### src/rtl/serial_tx_scheduler.sv
// Round-robin scheduler that accepts one wide word from one of NREQ requesters
// and streams it out LSB beat first, OUTWIDTH bits per accepted beat.
module serial_tx_scheduler #(
  parameter int NREQ     = 2,
  parameter int INWIDTH  = 256,
  parameter int OUTWIDTH = 8,
  localparam int NB = INWIDTH / OUTWIDTH,
  localparam int LW = $clog2(NB) + 1,
  localparam int SW = (NREQ > 2) ? $clog2(NREQ) : 1
) (
  input  logic                     clk,
  input  logic                     reset,
  input  logic [NREQ-1:0]          req_valid,
  input  logic [NREQ*INWIDTH-1:0]  req_data,
  input  logic [NREQ*LW-1:0]       req_len,
  output logic [NREQ-1:0]          req_ready,
  output logic [OUTWIDTH-1:0]      out_data,
  output logic                     out_valid,
  input  logic                     out_ready,
  output logic                     out_last,
  output logic [SW-1:0]            out_src,
  output logic                     busy
);

  typedef enum logic {IDLE = 1'b0, SEND = 1'b1} state_t;

  state_t             r_state;
  logic [INWIDTH-1:0] r_shift;
  logic [LW-1:0]      r_cnt;
  logic [SW-1:0]      r_src;
  logic [SW-1:0]      r_last_grant;

  logic [NREQ-1:0]    w_grant;
  logic [SW-1:0]      w_win;
  logic [SW-1:0]      w_idx;
  logic               w_any;
  logic [INWIDTH-1:0] w_data;
  logic [LW-1:0]      w_len;
  logic [LW-1:0]      w_len_clamp;

  // Walk the requesters starting just after the last grant, wrapping at NREQ.
  always_comb begin
    w_grant = '0;
    w_win   = '0;
    w_any   = 1'b0;
    w_idx   = r_last_grant;
    for (int k = 0; k < NREQ; k++) begin
      w_idx = (w_idx == SW'(NREQ - 1)) ? '0 : w_idx + SW'(1);
      if (!w_any && req_valid[w_idx]) begin
        w_any = 1'b1;
        w_win = w_idx;
      end
    end
    if (w_any) w_grant[w_win] = 1'b1;
  end

  always_comb begin
    w_data = '0;
    w_len  = '0;
    for (int i = 0; i < NREQ; i++) begin
      if (w_grant[i]) begin
        w_data = req_data[i*INWIDTH +: INWIDTH];
        w_len  = req_len[i*LW +: LW];
      end
    end
  end

  assign w_len_clamp = (w_len > LW'(NB)) ? LW'(NB) : w_len;

  assign req_ready = (reset && r_state == IDLE) ? w_grant : '0;
  assign out_valid = (r_state == SEND);
  assign busy      = (r_state == SEND);
  assign out_last  = (r_state == SEND) && (r_cnt == LW'(1));
  assign out_data  = r_shift[OUTWIDTH-1:0];
  assign out_src   = r_src;

  always_ff @(posedge clk or negedge reset) begin
    if (!reset) begin
      r_state      <= IDLE;
      r_shift      <= '0;
      r_cnt        <= '0;
      r_src        <= '0;
      r_last_grant <= SW'(NREQ - 1);
    end else begin
      case (r_state)
        IDLE: begin
          if (w_any) begin
            r_last_grant <= w_win;
            // Zero-length words are granted but produce no message.
            if (w_len_clamp != '0) begin
              r_shift <= w_data;
              r_cnt   <= w_len_clamp;
              r_src   <= w_win;
              r_state <= SEND;
            end
          end
        end
        SEND: begin
          if (out_ready) begin
            r_cnt <= r_cnt - LW'(1);
            // The final beat is left in place so out_data holds it while idle.
            if (r_cnt == LW'(1)) r_state <= IDLE;
            else                 r_shift <= r_shift >> OUTWIDTH;
          end
        end
        default: r_state <= IDLE;
      endcase
    end
  end

endmodule

### config.mk
export PLATFORM = sky130hd
export DESIGN_NAME = serial_tx_scheduler
export DESIGN_NICKNAME = d
export VERILOG_FILES = /design/src/rtl/serial_tx_scheduler.sv
export SDC_FILE = /design/constraint.sdc
export NUM_CORES = 1
export LEC_CHECK = 0
export CAP_MARGIN = 20
export CORE_MARGIN = 10
export CORE_UTILIZATION = 29
export DETAILED_ROUTE_END_ITERATION = 8
export SLEW_MARGIN = 20
export SYNTH_ARGS = -nofsm -noshare
export SYNTH_HDL_FRONTEND = slang
export SYNTH_SLANG_ARGS = --single-unit
export TNS_END_PERCENT = 100
### constraint.sdc
create_clock -name clk -period 3.2 [get_ports clk]
set_clock_uncertainty 0.15 [all_clocks]
set_input_delay 0.64 -clock clk [delete_from_list [all_inputs] [get_ports clk]]
set_output_delay 0.64 -clock clk [all_outputs]
set_load 0.05 [all_outputs]
---- Word-level counts from Yosys, hierarchy flattened ----
Index checks and enable logic that the tools add are counted.
word-level totals
  register bits ........................... 265
  output and inout port bits .............. 14
operators by class
  bitwise logic cells ..................... 1
  reductions and logical operators ........ 10
  multiplexer cells ....................... 33
  equality and inequality tests ........... 5
  $lt $le $gt $ge ......................... 5
  add/subtract/negate cells ............... 3
operator list
  kind                 count
  $mux 256             6
  $pmux 256 s2         1
  $mux 6               6
  $mux 1               15
  $pmux 6 s2           1
  $eq 6x1->1 const B   1
  $gt 6x6->1 const B   1
  $lt 1x2->1 const B   3
  $ne 2x2->1 const B   3
  $reduce_and 3->1     2
  $reduce_bool 6->1    1
  $sub 6x1->6 const B  1
  $logic_and 1x1->1    4
  $mux 2               2
  $reduce_and 4->1     1
  $add 1x1->1 const B  2
  $ne 2x1->1 const B   1
  $pmux 1 s2           1
  $reduce_and 2->1     1
  $demux 1 s1          1
  $ge 1x1->1 const B   1
  $logic_not 1->1      1
  $not 1->1            1

---- Depth between registers and ports, before layout ----
Gate-level depths: netlist (run 1).
  depth after elaboration ................. 21
  mapped depth ............................ 10

---- Worst setup path before layout (run 1) ----
OpenSTA, ideal clock, no wires.
  kind .................................... register to output
  start point ............................. reg r_state (netlist: busy)
  end point ............................... out out_last
  cell stages (with the launch flop) ...... 6
  buffers on the path ..................... 4
  data required time ...................... 2.410 ns
  arrival time ............................ 2.233 ns
  path slack .............................. 0.177 ns
  cell sequence ........................... dfrtp_1 clkbuf_1 clkbuf_1 clkbuf_1 clkbuf_1 and2_1
between the ends
  cells in the longest elaborated chain, start to end .. 1
RTL lines
  element                   RTL line  text
  start: declaration        27        state_t r_state;
  start signal: assignment  79        r_state <= IDLE;
  start signal: assignment  94        r_state <= SEND;
  start signal: assignment  102       if (r_cnt == LW'(1)) r_state <= IDLE;
  $logic_and 1x1->1         73        assign out_last = (r_state == SEND) && (r_cnt == LW'(1));
  end: declaration          20        output logic out_last,
Every way passes these cells.

---- Worst setup path in the final report (run 1) ----
  start point ............................. in req_len[0]
  end point ............................... reg r_shift[141]
between the ends
  cells in the longest elaborated chain, start to end .. 7
RTL lines
  element                              RTL line  text
  start: declaration                   15        input logic [NREQ*LW-1:0] req_len,
  $mux 6 * (2 in series)               61        if (w_grant[i]) begin
  $gt 6x6->1                           68        assign w_len_clamp = (w_len > LW'(NB)) ? LW'(NB) : w_len;
  $mux 6 *                             68
  $reduce_bool 6->1 *                  90        if (w_len_clamp != '0) begin
  $ne 2x1->1 (no source line) *        -
  $reduce_and 4->1 (no source line) *  -
  end signal: assignment               91        r_shift <= w_data;
  end signal: assignment               103       else r_shift <= r_shift >> OUTWIDTH;
  end: declaration                     28        logic [INWIDTH-1:0] r_shift;
Mark *: on every way between the ends. The rest lies on a longest branch, timed or not.
A chain may end at the register's enable or synchronous reset.

==> impl_metrics.yaml, run 1 <==
global_route:
  grt_max_degree: 138
  antenna_found_initial: 2
  gr-total-overflow: 0
  grt_pass1_vias: 14021
  grt_use_total_pct: 16.7
  grt_pass1_wl_mm: 81.2
sta:
  hold_viol: 0
  fin_setup_tns_ps: 0
  finalSetupViolCount: 0
  fin_ws_ps: 370
  fin_crit_sh_pct: 88.4
  rsz0062_at_grt: "no"
  slew_headroom_pct: 44.4
  tightestPinTransition_ps: 833
  finalMaxSlewViolations: 0
  timing.fmax_ghz: 0.353
  fin_crit_ps: 2830
power_and_ir_drop:
  clkPwrFrac_pct: 21.9
  p_comb_share_pct: 45.4
  swShare_pct: 36.3
  switchingPower_mw: 6.03
  power_density_mw_per_mm2: 747
  p_int_mw: 10.6
  power.total_mw: 16.6
  cellLeakagePower_nw: 9.42
  ir_drop_uv: 385
  p_seq_share_pct: 32.8
synthesis:
  syn_inst: 1516
  synth_commonest_cells: "264 x dfrtp_1, 260 x a22oi_1, 257 x nand2_1, 254 x o21ai_0, 202 x mux2_1"
  ys_ff_latch: 265
  yosysTopAreaCell: "dfrtp_1"
  synth_warnings: 0
  synth_ff_type: "dfrtp_1"
  yosysSeqAreaShare_pct: 44.3
  async_flop_share_pct: 100
  syn_nets: 2047
  ys_top_cells_by_area: "dfrtp_1 44%, mux2_1 15%, a22oi_1 13%, o21ai_0 8.5%, nand2_1 6.4%"
  synth_most_common_cell: "dfrtp_1"
  syn_area_sq_mm: 0.0150
  synth_edf_count: 0
  ys_types: 39
  synth.top_cell.area_share_pct: 44.1
  synth_area_per_cell_sq_um: 9.88
floorplan:
  fp.coreArea_sq_mm: 0.0512
  initial_core_util_pct: 29.3
  die-area_sq_mm: 0.0611
  fp-row-count: 83
  io_pins: 543
  die_h_um: 247
  die_x_um: 247
clock_network:
  htreeDepth: 1
  cts.clk_slew.worst_paths_ps: 60
  numCtsBuffers: 30
  insertion_delay_ps: 560
  cts-root-buf: "clkbuf_16"
  cts_buffer_depth: 3
  cts_sinks: 265
  post_cts_resized: 0
  cts_hold_buf: 0
  post_cts_buffers: 0
  cts_tree: "done"
final_layout:
  final_nets: 2524
  drive_gt1_share_pct: 8.44
  n_fill_cell: 4910
  syn2layout_area_growth_pct: 48.4
  diodes: 0
  ff_latch_area_sq_mm: 0.00664
  multi_input_area_sq_mm: 0.00748
status:
  outcome: "complete, no violations"
worst_hold_path:
  hold_path_class: "input port to async pin"
route:
  vias_per_cell: 4.92
  num_vias: 13267
  drt_iter0_markers: 839
  drc: 0
  dr.pass1.iters: 5
  wl_per_cell_um: 20.0
  ant_nets: 0
  drt_wl_total_mm: 53.9
worst_setup_path:
  rr_startpoint: "r_cnt[2]"
  crit_start: "req_len[0]"
  worstPathRequired_ps: 3490
  cp_data_arrival_time_ps: 3130
  path_class: "input port to flop"
  cp_max_fo: 29
  start_kind: "input port"
  critPathCaptureType: "flop"
place:
  hpwl_mm: 42.1
  gp_congestion: 0.898
  preCtsSetupSlack_ps: -228
  io_buffers: 542
flow_run:
  maxCapViolations: 0
-- layout by cell type, fill, tap and decap left out, types with 2 or more instances in the layout --
cell type	instances
nand2b_1	2
nand3_1	12
clkbuf_8	10
ha_1	2
o21ai_0	254
nand2_1	257
clkbuf_1	5
nor3b_1	2
nor3_1	3
and2_4	2
inv_1	3
buf_12	25
a221oi_1	5
a22o_1	6
mux2_1	202
bufinv_16	3
nor2_1	12
a22oi_1	260
mux2_2	46
clkbuf_16	31
a32o_1	2
a311oi_1	2
clkdlybuf4s50_1	536
buf_4	42
clkinv_2	3
dfrtp_1	263
o31ai_1	8
-- metrics by stage --
stage	util, %	std cells	cell area (sq um)	hold slack, ps
6_report	43.4	2695	22200	37.5
5_1_grt	43.4	2695	22200	98.3
4_1_cts	43.4	2695	22200	113
3_5_place_dp	41.4	2641	21200	328
3_3_place_gp	41.4	2641	21200	324
2_1_floorplan	-	1516	15000	194
-- critical path, stage by stage --
cell	delay [ps]
clkdlybuf4s50_1	440
or4_1	560
o211a_1	270
o31ai_4	240
and2_4	210
buf_12	180
buf_12	210
mux2_2	360
-- final timing paths --
path                                endpoint  slack (ps)  depth (start not counted)
max in group asynchronous               busy        2110                          2
worst min register to register   r_shift[62]         340                          1
worst max register to register  r_shift[141]         760                          7
min in group clk                 r_shift[62]         340                          1
worst min-delay path            r_shift[251]          40                          2
worst max-delay path            r_shift[141]         370                          8
-- power groups by stage --
| stage | Clock, mW | Combinational [mW] | Sequential (mW) |
|---|---|---|---|
| global route | 3.88 | 8.46 | 5.60 |
| floorplan | 0 | 5.41 | 5.26 |
| global placement | 0 | 7.47 | 5.44 |
| finish | 3.63 | 7.53 | 5.44 |
| CTS | 3.75 | 7.70 | 5.45 |
| detailed placement | 0 | 7.67 | 5.50 |
-- layer usage --
metal | part of all wire (%) | wire length [um] | vias up | GRT usage, %
met3 | 6.9 | 3700 | 50 | 4.38
met4 | 1.6 | 849 | 2 | 2.76
met1 | 42 | 22700 | 6316 | 20.6
met2 | 49 | 26600 | 385 | 29.2
li1 | - | - | 6514 | -
met5 | 0.022 | 12 | - | 0
-- layout make-up --
type / count / area share, %
multi-input cells: 1089 / 33.7
repair buffers: 604 / 27.9
clock buffers: 46 / 4.19
flip-flops and latches: 265 / 29.9
inverters: 3 / 0.0507
well taps: 680 / 3.83
clock inverters: 8 / 0.552
-- kinds of logic after synthesis --
kind of cell | share of synthesized area, %
compound gates | 23.2
simple gates | 7.70
flops | 44.3
mux | 18.7
buf+inv | 5.93
fa+ha+maj | 0.167
-- sequential cells by signal, indices dropped and copies added (netlist names) --
register,count
r_shift,256
r_last_grant,1
out_src,1
busy,1
r_cnt,6
Power figures use the tool's default switching activity.
==> run 2: changes to the inputs <==
- CORE_MARGIN: 10 -> default
- GPL_TIMING_DRIVEN: default -> 0
- RECOVER_POWER: default -> 100
==> run 2 against run 1 <==
Against the previous run: the flow now finishes with violations (max-capacitance violations, max-slew violations); die area shrank 14%; global-route usage grew 4.2 points; register-to-register slack lost 520 ps.
==> impl_metrics.yaml, run 2 (synthesis results as in run 1) <==
status:
  outcome: "complete, but fails checks"
  failed_checks: "max-capacitance violations, max-slew violations"
route:
  drc: 0
  dr.pass1.iters: 5
  num_vias: 14215
  drt_iter0_markers: 863
  wl_per_cell_um: 20.4
  ant_nets: 0
  vias_per_cell: 5.10
  drt_wl_total_mm: 56.9
place:
  io_buffers: 541
  hpwl_mm: 44.7
  preCtsSetupSlack_ps: -1610
  gp_congestion: 0.886
floorplan:
  io_pins: 543
  die_h_um: 229
  fp-row-count: 82
  initial_core_util_pct: 29.6
  die_x_um: 229
  die-area_sq_mm: 0.0526
  fp.coreArea_sq_mm: 0.0506
global_route:
  antenna_found_initial: 4
  grt_use_total_pct: 20.9
  gr-total-overflow: 0
  grt_pass1_vias: 15148
  grt_max_degree: 98
  grt_pass1_wl_mm: 85.4
sta:
  rsz0062_at_grt: "no"
  hold_viol: 0
  holdWs_ps: 234
  fin_ws_ps: 121
  fin_setup_tns_ps: 0
  finalMaxSlewViolations: 197
  fin_crit_ps: 3080
  tightestPinTransition_ps: 2470
  slew_headroom_pct: -64.5
  timing.fmax_ghz: 0.325
  fin_crit_sh_pct: 96.2
  finalSetupViolCount: 0
clock_network:
  cts.clk_slew.worst_paths_ps: 60
  insertion_delay_ps: 570
  cts_sinks: 265
  cts_tree: "done"
  numCtsBuffers: 30
  cts_buffer_depth: 3
  htreeDepth: 1
  cts-root-buf: "clkbuf_16"
final_layout:
  syn2layout_area_growth_pct: 49.0
  fin_util_pct: 44.1
  largest_reg_flops: 256
  reg_top3: "r_shift x256, r_cnt x6"
  n_fill_cell: 4913
  diodes: 0
  final_nets: 2624
  drive_gt1_share_pct: 7.09
  layout_common_cells: "526 x clkdlybuf4s50_1, 264 x dfrtp_1, 260 x a22oi_1, 257 x nand2_1, 254 x o21ai_0"
  regMostFlops: "r_shift"
  final_common_cell: "clkdlybuf4s50_1"
worst_setup_path:
  max_stage_delay_ps: 550
  rr_startpoint: "r_last_grant"
  path_class: "input port to flop"
  r2r-end: "r_shift[160]"
  cp_slowest_cell: "or4_1"
  cp_cell_sequence: "clkdlybuf4s50_1 > or4_1 > o211a_1 > o31ai_1 > and2_0 > buf_4 > buf_6 > clkbuf_4 > mux2_2"
  reg2reg_depth: 7
  critPathCaptureType: "flop"
  cp_max_fo: 10
  reg2reg_slack_ps: 240
  cp_data_arrival_time_ps: 3380
  worstPathRequired_ps: 3500
  start_kind: "input port"
power_and_ir_drop:
  ir_drop_uv: 348
  cellLeakagePower_nw: 9.42
  power_density_mw_per_mm2: 767
worst_hold_path:
  hold_path_class: "input port to async pin"
flow_run:
  maxCapViolations: 3
## run 2: cell types whose count changed in the layout (fill, tap and decap cells not counted), sizes merged, moves of 2 or more
cell,change
buf,-28
bufinv,+2
clkbuf,+122
clkdlybuf4s50,-10
clkinvlp,+2
dlygate4sd3,+12
## run 2: timing repair
item / 4_1_cts / 5_1_grt
resized for setup: 22 / 7
cloned: 0 / 0
setup buffers: 0 / 0
hold endpoints to repair: 36 / 0
hold buffers: 4 / 0
setup endpoints to repair: 267 / 12
## run 2: area by class of cell
class,instances,area [sq um],share of cell area [%]
buffer,156,825,3.70
clock buffer,44,895,4.01
clock inverter,10,180,0.807
tap,672,841,3.77
multi-input combinational,1089,7450,33.4
timing repair buffer,548,5480,24.5
inverter,3,11.3,0.0505
sequential,265,6630,29.7
## run 2: per-stage QoR
stage	cells	instance area [sq um]	power (mW)
floorplan	1516	15000	10.7
global placement	2729	21200	13.4
detailed placement	2732	21300	13.6
CTS	2787	22500	17.5
global route	2787	22300	18.3
finish	2787	22300	17.1
## run 2: worst max-delay path, delay by kind of cell
family	cells	cell delay (ps)
buf+inv	4	1050
simple gates	2	730
compound gates	2	600
mux	1	360
## run 2: metal layers
metal / vias to the layer above / global-route usage [%] / share of wire (%)
met2: 499 / 36.3 / 48
met3: 84 / 3.61 / 5.8
li1: 6718 / - / -
met5: - / 0 / 0.063
met1: 6908 / 26.4 / 43
met4: 6 / 6.42 / 2.8
## run 2: worst max path at each step
stage	startpoint	end	slack (ps)	depth (start not counted)
after floorplan	busy	out_last	180	5
after global placement	reset	r_shift[135]	-10200	1
after detailed placement	busy	out_last	-1610	6
after CTS	busy	out_last	20	4
after global routing	req_len[0]	r_shift[142]	2	9
final	req_len[1]	r_shift[135]	120	9
## run 2: power by group
| part | switching (mW) | total, mW | internal, mW |
|---|---|---|---|
| Sequential | 0.706 | 5.41 | 4.71 |
| Combinational | 4.33 | 7.94 | 3.61 |
| Clock | 1.43 | 3.76 | 2.32 |
==> run 3: changes to the inputs <==
- clock period: 3.2 -> 2.86 ns (I/O delays scaled with it)
==> run 3 against run 2 <==
Against the previous run: the flow finishes with violations (negative hold slack); critical path depth is the same; total power rose by 13%; sequential power increased by 12%; routed wire length is essentially flat; flip-flop and latch count stayed put; core utilization up 0.38 points; global-route usage about the same; via count about the same; design area up 0.85%; hold slack got worse by 440 ps; final cell count is 0.25% higher; non-clock buffer count rose by 4.
==> impl_metrics.yaml, run 3 (synthesis results as in run 1) <==
floorplan:
  io_pins: 543
  initial_core_util_pct: 29.6
  die-area_sq_mm: 0.0526
  fp-row-count: 82
  die_x_um: 229
  fp.coreArea_sq_mm: 0.0506
  die_h_um: 229
worst_setup_path:
  reg2reg_slack_ps: 200
  start_kind: "input port"
  cp_slowest_cell: "or4_1"
  reg2reg_depth: 7
  cp_data_arrival_time_ps: 3090
  r2r-end: "r_shift[169]"
  cp_max_fo: 10
  max_stage_delay_ps: 520
  worstPathRequired_ps: 3150
  path_buf_inv: 4
  cp_cell_sequence: "clkdlybuf4s50_1 > or4_1 > o211a_1 > o31ai_4 > and2_4 > buf_12 > buf_8 > buf_4 > mux2_2"
  critPathCaptureType: "flop"
  rr_startpoint: "r_last_grant"
  path_class: "input port to flop"
  critical-path-top-delay-family: "buffers and inverters"
place:
  hpwl_mm: 44.3
  place_inst: 2731
  io_buffers: 541
  gp_congestion: 0.874
  preCtsSetupSlack_ps: -2060
final_layout:
  syn2layout_area_growth_pct: 50.2
  drive_gt1_share_pct: 8.39
  fin_util_pct: 44.5
  final_common_cell: "clkdlybuf4s50_1"
  regMostFlops: "r_shift"
  final_nets: 2628
  reg_top3: "r_shift x256, r_cnt x6"
  layout_common_cells: "527 x clkdlybuf4s50_1, 263 x dfrtp_1, 259 x a22oi_1, 257 x nand2_1, 254 x o21ai_0"
  largest_reg_flops: 256
  stdcell_count: 2794
power_and_ir_drop:
  clkPwrFrac_pct: 20.8
  ir_drop_uv: 376
  power_density_mw_per_mm2: 856
  swShare_pct: 37.8
  switchingPower_mw: 7.28
  p_seq_share_pct: 31.4
  cellLeakagePower_nw: 9.55
  p_comb_share_pct: 47.8
  p_int_mw: 12.0
clock_network:
  cts_tree: "done"
  insertion_delay_ps: 570
  htreeDepth: 1
  cts_buffer_depth: 3
  cts.clk_slew.worst_paths_ps: 60
  cts-root-buf: "clkbuf_16"
  numCtsBuffers: 30
  cts_sinks: 265
flow_run:
  maxCapViolations: 0
sta:
  fin_ws_ps: 61.9
  fin_crit_sh_pct: 97.8
  slew_headroom_pct: 10.7
  holdWs_ps: -209
  fin_crit_ps: 2800
  finalSetupViolCount: 0
  finalMaxSlewViolations: 0
  timing.fmax_ghz: 0.357
  hold_viol: 85
  tightestPinTransition_ps: 1340
  fin_setup_tns_ps: 0
route:
  drc: 0
  vias_per_cell: 5.08
  wl_per_cell_um: 20.4
  ant_nets: 0
  drt_iter0_markers: 1004
  drt_wl_total_mm: 57.0
  dr.pass1.iters: 5
  num_vias: 14203
global_route:
  grt_use_total_pct: 21.0
  grt_max_degree: 95
  grt_pass1_vias: 14886
  gr-total-overflow: 0
  grt_pass1_wl_mm: 85.4
  antenna_found_initial: 4
status:
  failed_checks: "negative hold slack"
  outcome: "complete, but fails checks"
worst_hold_path:
  hold_path_class: "input port to async pin"
## run 3: cell count changes in the layout (fill, tap and decap cells not counted), sizes merged, moves of 2 or more
cell,before,now
buf,40,57
dlygate4sd3,12,9
bufinv,5,3
clkinv,3,6
clkbuf,168,160
## run 3: area by class of cell
class | count | area, sq um
antenna | 1 | 2.50
buffer | 159 | 956
clock buffer | 46 | 902
clock inverter | 10 | 131
fill | 4916 | 28100
inverter | 3 | 11.3
multi-input combinational | 1089 | 7500
sequential | 265 | 6630
tap | 672 | 841
timing repair buffer | 549 | 5530
## run 3: repair_timing
action	in CTS	in global routing
cloned	0	2
resized for setup	51	43
endpoints found under the hold margin	85	85
setup buffers	4	0
pin swaps	1	2
endpoints found under the setup margin	267	232
## run 3: worst max-delay path by stage
stage	start	to	slack (ps)	cells past startpoint
2_1_floorplan	busy	req_ready[1]	-90	6
3_3_place_gp	reset	r_shift[135]	-10470	1
3_5_place_dp	busy	out_last	-2060	6
4_1_cts	r_last_grant	r_shift[8]	1	7
5_1_grt	busy	req_ready[1]	-5	7
6_report	req_len[1]	r_shift[136]	60	9
## run 3: layer usage
metal,global-route usage [%],up-vias,part of all wire [%]
met5,0,-,0.047
met4,5.08,4,2.2
met3,3.40,72,5.4
met2,36.5,493,49
met1,26.9,6895,44
li1,-,6739,-
## run 3: metrics by stage
step           total power [mW]  hold WS, ps  area (sq um)
2_1_floorplan              11.9          126         15000
3_3_place_gp               15.0          323         21200
3_5_place_dp               15.2          331         21300
4_1_cts                    19.5         -204         22500
5_1_grt                    20.7         -184         22500
6_report                   19.3         -209         22500
## run 3: power groups by stage
stage | Combinational, mW | Clock, mW | Sequential, mW
after floorplan | 6.06 | 0 | 5.89
after global placement | 8.91 | 0 | 6.07
after detailed placement | 9.10 | 0 | 6.11
after CTS | 9.32 | 4.14 | 6.04
after global routing | 10.2 | 4.27 | 6.24
final | 9.21 | 4.01 | 6.05
